==> src/rtl/adc_sample_avg.sv <==
// Sliding-window averager for an upstream sweep ADC: edge-detects drdy_in,
// keeps an N-deep ring buffer with running sum, and reports the average with hysteresis.
module adc_sample_avg #(
  parameter int unsigned WIDTH      = 8,
  parameter int unsigned DEPTH_LOG2 = 2,
  parameter int unsigned THRESH_HI  = 128,
  parameter int unsigned THRESH_LO  = 96
) (
  input  logic             clk,
  input  logic             reset,
  input  logic             enable,
  input  logic             flush,
  input  logic             drdy_in,
  input  logic [WIDTH-1:0] data_in,
  output logic [WIDTH-1:0] avg_out,
  output logic             avg_valid,
  output logic             above_thresh,
  output logic             filled
);

  localparam int unsigned N  = 1 << DEPTH_LOG2;
  localparam int unsigned SW = WIDTH + DEPTH_LOG2;
  localparam logic [WIDTH-1:0]      HI_T     = WIDTH'(THRESH_HI);
  localparam logic [WIDTH-1:0]      LO_T     = WIDTH'(THRESH_LO);
  localparam logic [DEPTH_LOG2-1:0] LAST_CNT = DEPTH_LOG2'(N - 1);

  typedef enum logic {FILL, RUN} state_e;

  state_e                state_q, state_d;
  logic                  drdy_q;
  logic [WIDTH-1:0]      samp_q [N];
  logic [WIDTH-1:0]      samp_d [N];
  logic [SW-1:0]         sum_q, sum_d;
  logic [DEPTH_LOG2-1:0] wr_ptr_q, wr_ptr_d;
  logic [DEPTH_LOG2-1:0] fill_cnt_q, fill_cnt_d;
  logic [WIDTH-1:0]      avg_q, avg_d;
  logic                  avg_valid_q, avg_valid_d;
  logic                  above_q, above_d;

  logic                  accept;
  logic [SW-1:0]         new_sum;
  logic [WIDTH-1:0]      new_avg;

  always_comb begin
    accept  = enable & drdy_in & ~drdy_q & ~flush;
    // The oldest entry is already part of sum_q, so the subtraction cannot underflow.
    new_sum = sum_q + SW'(data_in) - SW'(samp_q[wr_ptr_q]);
    new_avg = WIDTH'(new_sum >> DEPTH_LOG2);

    state_d     = state_q;
    samp_d      = samp_q;
    sum_d       = sum_q;
    wr_ptr_d    = wr_ptr_q;
    fill_cnt_d  = fill_cnt_q;
    avg_d       = avg_q;
    avg_valid_d = 1'b0;
    above_d     = above_q;

    // Flush is a window-clear command and acts whether or not sampling is enabled.
    if (flush) begin
      state_d    = FILL;
      for (int unsigned i = 0; i < N; i++) samp_d[i] = '0;
      sum_d      = '0;
      wr_ptr_d   = '0;
      fill_cnt_d = '0;
    end else if (accept) begin
      samp_d[wr_ptr_q] = data_in;
      sum_d            = new_sum;
      wr_ptr_d         = wr_ptr_q + 1'b1;
      if (state_q == FILL) fill_cnt_d = fill_cnt_q + 1'b1;
      if (state_q == RUN || fill_cnt_q == LAST_CNT) begin
        state_d     = RUN;
        avg_d       = new_avg;
        avg_valid_d = 1'b1;
        if (new_avg >= HI_T)      above_d = 1'b1;
        else if (new_avg <= LO_T) above_d = 1'b0;
      end
    end
  end

  always_ff @(posedge clk) begin
    if (reset) begin
      state_q     <= FILL;
      drdy_q      <= 1'b1;
      for (int unsigned i = 0; i < N; i++) samp_q[i] <= '0;
      sum_q       <= '0;
      wr_ptr_q    <= '0;
      fill_cnt_q  <= '0;
      avg_q       <= '0;
      avg_valid_q <= 1'b0;
      above_q     <= 1'b0;
    end else begin
      state_q     <= state_d;
      drdy_q      <= drdy_in;
      samp_q      <= samp_d;
      sum_q       <= sum_d;
      wr_ptr_q    <= wr_ptr_d;
      fill_cnt_q  <= fill_cnt_d;
      avg_q       <= avg_d;
      avg_valid_q <= avg_valid_d;
      above_q     <= above_d;
    end
  end

  assign avg_out      = avg_q;
  assign avg_valid    = avg_valid_q;
  assign above_thresh = above_q;
  assign filled       = (state_q == RUN);

endmodule

==> config.mk <==
export PLATFORM = sky130hd
export DESIGN_NAME = adc_sample_avg
export DESIGN_NICKNAME = d
export VERILOG_FILES = /design/src/rtl/adc_sample_avg.sv
export SDC_FILE = /design/constraint.sdc
export NUM_CORES = 1
export LEC_CHECK = 0
export BUFFER_PORTS_ARGS = -buffer_cell sky130_fd_sc_hd__buf_2
export CORE_MARGIN = 2
export CORE_UTILIZATION = 45
export DETAILED_ROUTE_END_ITERATION = 10
export SKIP_LAST_GASP = 1
export SLEW_MARGIN = 30
export SYNTH_ARGS = -nofsm -noshare
export SYNTH_HDL_FRONTEND = slang
export SYNTH_SLANG_ARGS = --single-unit
export TNS_END_PERCENT = 5
==> constraint.sdc <==
create_clock -name clk -period 4.8 [get_ports clk]
set_clock_uncertainty 0.1 [all_clocks]
set_input_delay 0.96 -clock clk [delete_from_list [all_inputs] [get_ports clk]]
set_output_delay 0.96 -clock clk [all_outputs]
set_load 0.02 [all_outputs]
======== Word level (Yosys, flattened, before mapping) ========
Cells that the tools add are included.
word-level totals
  output and inout port bits .............. 11
  bits of input ports ..................... 13
  logic and storage cells ................. 47
  register bits ........................... 58
cells by class
  mux-type cells .......................... 9
  magnitude comparators ................... 4
  bitwise gates (word level) .............. 8
  equal/unequal tests ..................... 1
  add/sub/neg operators ................... 4
  reduce and logical (&&, ||, !) cells .... 9
operator list
  operator             number
  $bwmux 32            1
  $mux 8               3
  $bmux 8 s2           1
  $demux 8 s2          1
  $add 10x8->10        1
  $sub 10x8->10        1
  $ge 8x8->1 const B   1
  $le 8x7->1 const B   1
  $add 2x1->2 const B  2
  $not 1->1            4
  $reduce_and 2->1     2
  $reduce_and 4->1     1
  $and 1x1->1          3
  $ge 3x3->1 const B   1
  $lt 3x1->1 const B   1
  $mux 1               3
  $not 2->3            1
  $reduce_and 3->1     1
  $reduce_or 3->1      1
  $eq 2x2->1 const B   1
  $reduce_bool 2->1    1
  $reduce_or 2->1      1
  $logic_and 1x1->1    1
  $logic_or 1x1->1     1

======== Depth between registers and ports, before layout ========
Gate-level depths: netlist of run 1.
  depth in word-level cells ............... 8
  depth in mapped cells ................... 12
  gate-level depth less buffers ........... 11

======== Least setup slack after synthesis of run 1 ========
Ideal clock, no wire load.
  path type ............................... reg2reg
  start ................................... register wr_ptr_q[0]
  end ..................................... register above_q, in the netlist above_thresh
  clock period less this slack ............ 3.457 ns
  path slack .............................. 1.343 ns
  cell stages (with the launch flop) ...... 12
  path buffers ............................ 1
  arrival ................................. 3.283 ns
  library setup time ...................... 0.074 ns
  required time ........................... 4.626 ns
  cells stage by stage .................... dfxtp_1 -> buf_2 -> mux4_2 -> fa_1 -> inv_1 -> fa_1 -> a211oi_2 -> nor2_1 -> a2111oi_2 -> a311o_2 -> o2111ai_1 -> a31oi_1
between the ends
  cells in the longest elaborated chain, start to end .. 8
  elaborated cells on any way between the ends .. 10
  classes of those cells .................. add/sub (1); order compare (2); mux (4); bitwise (1); reduce/logical (2)
RTL lines
  what                                          line    source
  start, declared                               34      logic [DEPTH_LOG2-1:0] wr_ptr_q, wr_ptr_d;
  start signal, assigned                        97      wr_ptr_q <= wr_ptr_d;
  $not 2->3 (not written as such) *             47      new_sum = sum_q + SW'(data_in) - SW'(samp_q[wr_ptr_q]);
  $bmux 8 s2 *                                  47
  $mux 8 (not written as such) * (2 in series)  47
  $sub 10x8->10 *                               47
  $ge 8x8->1 or $le 8x7->1 (tied branches)      75, 76
  $reduce_bool 2->1 (no line)                   n/a
  $reduce_and 4->1 (no line)                    n/a
  end signal, assigned                          101     above_q <= above_d;
  end, declared                                 38      logic above_q, above_d;
Every way passes the cells marked *; elsewhere a longest branch is shown, timed or not. The select of a mux whose other input is x is not followed.
A chain may end at the register's enable or synchronous reset.

======== Final worst setup path of run 1 ========
Same ends and word-level chain as after synthesis.

==> impl_results.md, run 1 <==
- Pin count of the biggest net entering global routing: 48
- Max-capacitance violation count: 0
- Total GRT Usage: 19.93%
- Nets: 420
- Crit-path max FO: 12
- Seq/Total Area, Yosys: roughly two fifths
- Vias in the first global route: 2480
- I/O Buffers: 23
- Combinational fraction of design power: between 10% and 20%
- Antenna violations before repair: 0
- Final period utilization: 79.38%
- Synthesized flop and latch total: a little under 60
- Clk_lat worst skew: 0.34 ns
- Die Y: 86.28 um
- Max transition margin: between 30% and 40%
- Final Hold Viols: 0
- 1st-pass router iterations: 4
- Worst Path Arrival: roughly 4.0 ns
- Most common cell after layout, fill and taps aside: nand2_1
- Worst-path clk slew: 0.07 ns
- Max VDD drop: 0.1513 mV
- Max-slew violations: 0
- Syn_nets: 405
- Distinct cells, synth: 40
- Post-layout util: a little over half
- Placer congestion estimate: 0.7895
- Core box area: 6459 sq um
- Switching share of total power: 26.03%
- Final ANT Viol Nets: 0
- Detailed Route Iter0 Violations: 87
- # diodes: 0
- Commonest non-fill, non-tap cells in the layout: nand2_1 (70), dfxtp_1 (58), a21oi_1 (53)
- Setup TNS Final: 0 ns
- Flop2flop setup slack: 0.99 ns
- Critical Path End Type: register
- Initial Util: a little under half
- Vias post-DR: 2515
- Setup bufs post-CTS: 0
- CTS max path bufs: 2
- # rows: 29
- Min-delay worst type: reg -> reg
- Reg power frac: a little under half
- Clk sink count: a little under 60
- CP required: 4.97 ns
- Unrepaired setup endpoints after global routing: no
- Clock power share: 43.4%
- IO Count: 24
- DIE WIDTH: 86.28 um
- Post-cts resize count: 0
- Synth Cell Area: just over 3000 sq um
- CTS tree: built
- Pwr per Cell Area: 310.9 nW/um^2
- # setup viols final: 0
- Avg Vias per Cell: 5.397
- Minimum clock period: 3.810 ns
- Cts hold-fix bufs: 0
- Remaining Overflow, GRT: 0
- Mean Syn Cell Area: 8.257 sq um
- Post-DP HPWL: 4.695 mm
- Share of cells above drive strength 1: 14.14%
- Lkg Pwr: 1.251 nW
- First-pass GRT wire length: 11.61 mm
- Num CTS Buffers: 9
- H-tree levels: 3
- Die area: 7444 sq um
- Cell-internal power: 777.9 uW
- Crit path kind: reg -> reg
- Drt wl/cell: 14.23 um
- Outcome: finished clean
- Post-Synthesis Cells: 369
- Net Switching: roughly 270 uW
- Area growth syn-to-layout: 11.05%
- Tightest Pin Transition: 0.9574 ns
- Root Driver: clkbuf_8
- Syn. warnings: 0
- F_max: approximately 260 MHz
- CP startpoint kind: register
- Drt total wl: 6.630 mm
- Residual DRC count: 0
## sequential cells by signal, summed over array words and instances (netlist names)
signal / cells
avg_out: 8
avg_valid: 1
above_thresh: 1
drdy_q: 1
filled: 1
samp_q: 32
wr_ptr_q: 2
sum_q: 10
fill_cnt_q: 2
## power by group through the flow
| stage | combinational (mW) | clock [mW] | sequential, mW |
|---|---|---|---|
| 2_1_floorplan | 0.0830 | 0 | 0.494 |
| 3_3_place_gp | 0.112 | 0 | 0.495 |
| 6_report | 0.112 | 0.457 | 0.484 |
| 5_1_grt | 0.125 | 0.488 | 0.484 |
| 3_5_place_dp | 0.112 | 0 | 0.495 |
| 4_1_cts | 0.113 | 0.464 | 0.484 |
## final timing paths
| path | depth (start not counted) | start | to |
|---|---|---|---|
| max | 10 | wr_ptr_q[0] | above_thresh |
| min | 2 | avg_out[4] | avg_out[4] |
| max reg2reg | 10 | wr_ptr_q[0] | above_thresh |
| min reg2reg | 2 | avg_out[4] | avg_out[4] |
## Yosys cell counts (all sizes together)
cell	instances	share of area (%)
o31ai	1	0.25
or2	2	0.41
a211oi	3	0.90
a311o	1	0.37
xor2	2	0.58
or3	1	0.21
o2111ai	2	0.58
a21oi	55	9.3
clkbuf	15	1.9
ha	15	6.2
buf	5	0.70
a21o	1	0.25
o21bai	1	0.25
o211a	1	0.33
and4	1	0.29
nor4	2	0.62
dfxtp	58	38
nand2	70	8.6
nand3	37	6.1
nor3	2	0.33
nor2	19	2.3
o21ai	5	0.82
xnor2	6	1.7
a2111oi	1	0.49
a31oi	1	0.21
mux4	8	5.9
fa	8	5.3
o21a	2	0.49
a221o	1	0.33
and2	3	0.66
inv	35	4.3
nor2b	2	0.41
mux2i	2	0.66
and3	1	0.21
## metrics by stage
step | cell area [sq um] | power, mW | setup WS (ns) | hold WS (ns) | instances
after CTS | 3383 | 1.061 | 0.9693 | 0.3555 | 466
after global routing | 3383 | 1.097 | 0.6860 | 0.3725 | 466
after detailed placement | 3187 | 0.6063 | 0.9949 | 0.3465 | 450
final | 3383 | 1.052 | 0.9896 | 0.3526 | 466
after global placement | 3187 | 0.6061 | 0.9853 | 0.3396 | 450
after floorplan | 3047 | 0.5769 | 1.343 | 0.3331 | 369
## final cells by class
cell class              instances  area, sq um
fillers                       652         3075
repair buffers                 24        122.6
inverters                      35        131.4
multi-input cells             256         1675
well taps                      77        96.34
flip-flops and latches         58         1161
clock buffers                  12        145.1
clock inverters                 4        51.30
## worst max-delay path: stages (launching register included)
cell       delay, ns
dfxtp_1         0.75
mux4_2          0.60
fa_1            0.49
inv_1           0.06
fa_1            0.47
a211oi_2        0.32
nor2_1          0.13
a2111oi_2       0.36
a311o_2         0.18
o2111ai_1       0.10
a31oi_1         0.17
## metal layers
metal	share of wire (%)	vias up	global-route usage [%]
met3	2.6	12	3.905
met4	1.9	0	9.517
met1	49	1199	26.45
met2	46	35	31.36
li1	-	1269	-
met5	0	-	0
## kinds of logic (layout without fill, tap and decap cells)
kind of cell | Yosys count | count (layout) | share of synthesized area (%)
simple gates | 140 | 140 | 20.16
compound gates | 75 | 75 | 14.54
flops | 58 | 58 | 38.11
buf+inv | 55 | 75 | 6.899
fa+ha+maj | 23 | 23 | 11.42
mux | 10 | 10 | 6.571
xor+xnor | 8 | 8 | 2.300
No activity file was read; power rests on OpenSTA's default activity.
==> run 2, diff against run 1 <==
--- a/config.mk
+++ b/config.mk
@@ -9,6 +9,7 @@
 export CORE_MARGIN = 2
 export CORE_UTILIZATION = 45
 export DETAILED_ROUTE_END_ITERATION = 10
+export PLACE_DENSITY = 0.65
 export SKIP_LAST_GASP = 1
 export SLEW_MARGIN = 30
 export SYNTH_ARGS = -nofsm -noshare
==> constraint.sdc (replaced) <==
create_clock -name clk -period 3.35 [get_ports clk]
set_clock_uncertainty 0.1 [all_clocks]
set_input_delay 0.67 -clock clk [delete_from_list [all_inputs] [get_ports clk]]
set_output_delay 0.67 -clock clk [all_outputs]
set_load 0.02 [all_outputs]
==> run 2 against run 1 <==
Net effect: via count increased by 0.72%; sequential share of layout area down 2.4 points; critical path depth is 1 higher; count of clock-buffer cells in the layout did not move; cell count up 3.4%; sequential cell count is the same; hold slack better by 0.0010 ns; worst setup slack worse by 0.87 ns; highest routed layer unchanged; non-clock buffer count is 16 higher; largest cell class unchanged; sequential power increased by 43%; die area did not move; register-to-register slack got worse by 0.87 ns.
==> impl_results.md, run 2 (synthesis results as in run 1) <==
- Placer congestion estimate: 0.8559 (+8.4%)
- Commonest non-fill, non-tap cells in the layout: nand2_1 (69), dfxtp_1 (57), a21oi_1 (50)
- Max-slew violations: 0 (unchanged)
- # rows: 29 (unchanged)
- IO Count: 24 (unchanged)
- Hold Path Cell Cnt: 2 (unchanged)
- Most common cell after layout, fill and taps aside: nand2_1
- Max transition margin: 37.74% (+1.6 points)
- Die area: 7444 sq um (unchanged)
- Reg2Reg Launch Point: wr_ptr_q[0]
- Final Hold Viols: 0 (unchanged)
- Clk sink count: 58 (unchanged)
- Unrepaired setup endpoints after global routing: yes
- # diodes: 0 (unchanged)
- Pwr per Cell Area: 411.5 nW/um^2 (+32%)
- F_max: 310.0 MHz (+18%)
- H-tree levels: 3 (unchanged)
- # setup viols final: 0 (unchanged)
- Slowest cell on crit path: mux4_2
- Critical Path End Type: register
- Lkg Pwr: 1.352 nW (+8.0%)
- Num CTS Buffers: 9 (unchanged)
- CTS max path bufs: 2 (unchanged)
- Outcome: finished clean
- Drt total wl: 6.843 mm (+3.2%)
- Area growth syn-to-layout: 19.84%
- Crit path kind: reg -> reg
- CP dominant cell by count: nor4_4
- Vias post-DR: 2533 (+0.72%)
- Placed Area: 3299 sq um (+3.5%)
- I/O Buffers: 23 (unchanged)
- CTS tree: built
- Reg2Reg Depth: 11 (+1)
- Worst Path Arrival: 3.35 ns (-0.63 ns)
- Minimum clock period: 3.226 ns (-0.5845 ns)
- Largest Register: samp_q
- Drt wl/cell: 14.20 um (-0.21%)
- Crit-path max FO: 7 (-5)
- Pin count of the biggest net entering global routing: 48 (unchanged)
- Share of cells above drive strength 1: 22.47% (+8.3 points)
- Final period utilization: 96.30% (+17 points)
- Max VDD drop: 0.3380 mV (+120%)
- Hold Path Sink: avg_out[6]
- Core box area: 6459 sq um (unchanged)
- Total GRT Usage: 19.11% (-0.82 points)
- Final ANT Viol Nets: 0 (unchanged)
- Flop2flop setup slack: 0.12 ns (-0.87 ns)
- Worst-path clk slew: 0.06 ns (about the same)
- Clk_lat worst skew: 0.35 ns (about the same)
- Residual DRC count: 0 (unchanged)
- Tightest Pin Transition: 0.9339 ns (-0.02351 ns)
- CP required: 3.47 ns (-1.50 ns)
- Root Driver: clkbuf_8
- CP startpoint kind: register
- Antenna violations before repair: 0 (unchanged)
- Nets: 436 (+3.8%)
- Avg Vias per Cell: 5.255 (-2.6%)
- Min-delay worst type: reg -> reg
- Remaining Overflow, GRT: 0 (unchanged)
- Max-capacitance violation count: 0 (unchanged)
- First-pass GRT wire length: 11.12 mm (-4.2%)
- Design area: 3651 sq um (+7.9%)
- Detailed Route Iter0 Violations: 76 (-13%)
- Hold_ws: 0.3536 ns (+0.001004 ns)
- Post-DP HPWL: 4.724 mm (+0.60%)
- Vias in the first global route: 2365 (-4.6%)
- 1st-pass router iterations: 4 (unchanged)
- Max FFs per register: 32 (unchanged)
- Initial Util: 47.17% (unchanged)
- Worst path cell trace: buf_8 > mux4_2 > fa_1 > inv_1 > ha_4 > nand3_4 > a21oi_4 > nor4_4 > nor4_4 > mux2i_1 > a31oi_1
- DIE WIDTH: 86.28 um (unchanged)
- Slowest cell delay on critical path: 0.51 ns (-0.24 ns)
- Hold Startpoint: avg_out[6]
- Die Y: 86.28 um (unchanged)
- R2r endpoint: above_thresh
-- run 2: repair_timing --
item                       4_1_cts  5_1_grt
pin swaps                        1       10
setup endpoints to repair        4        9
gates resized for setup          6       25
cloned                           0        0
buffers inserted                 0        1
hold buffers                     0        0
-- run 2: critical path, delay by kind of cell (launching register included) --
family | cells | cell delay [ns]
AOI/OAI and AO/OA | 2 | 0.34
buffers and inverters | 2 | 0.19
muxes | 2 | 0.80
DFF | 1 | 0.37
adders and majority gates | 2 | 0.81
and+or+nand+nor | 3 | 0.50
-- run 2: area by class of cell --
cell class / count / area (sq um)
Fill cell: 578 / 2808
Multi-Input combinational cell: 256 / 1827
Sequential cell: 58 / 1165
Timing Repair Buffer: 40 / 250.2
Clock buffer: 12 / 155.1
Inverter: 35 / 131.4
Tap cell: 77 / 96.34
Clock inverter: 4 / 26.28
-- run 2: stage by stage --
| step | worst slack [ns] | total power [mW] | instances | TNS, ns | util, % |
|---|---|---|---|---|---|
| finish | 0.1241 | 1.502 | 482 | 0 | 56.53 |
| global route | -0.02676 | 1.566 | 482 | -0.03413 | 56.53 |
| CTS | -0.02835 | 1.476 | 481 | -0.02835 | 54.30 |
| detailed placement | -0.04545 | 0.8885 | 465 | -0.07309 | 51.08 |
| global placement | -0.02623 | 0.8860 | 465 | -0.04372 | 51.08 |
| floorplan | 0.006505 | 0.8268 | 369 | 0 | - |
-- run 2: worst max path at each step --
| stage | startpoint | end | slack, ns | depth (start not counted) |
|---|---|---|---|---|
| final | wr_ptr_q[0] | above_thresh | 0.12 | 11 |
| after global routing | wr_ptr_q[0] | above_thresh | -0.03 | 11 |
| after CTS | wr_ptr_q[0] | sum_q[9] | -0.03 | 12 |
| after detailed placement | wr_ptr_q[0] | above_thresh | -0.05 | 11 |
| after global placement | wr_ptr_q[0] | above_thresh | -0.03 | 11 |
| after floorplan | wr_ptr_q[0] | above_thresh | 0.007 | 11 |
-- run 2: per-layer routing --
layer | track usage [%] | routed length (um) | vias to the layer above
met1 | 25.00 | 3213 | 1183
met4 | 7.955 | 95 | 0
li1 | - | - | 1304
met3 | 4.762 | 213 | 8
met2 | 30.30 | 3321 | 38
met5 | 0 | 0 | -
-- run 2: report_power, final --
part	switching, mW	internal, mW
clock	0.281	0.307
sequential	0.00128	0.691
combinational	0.124	0.0975
total	0.407	1.10
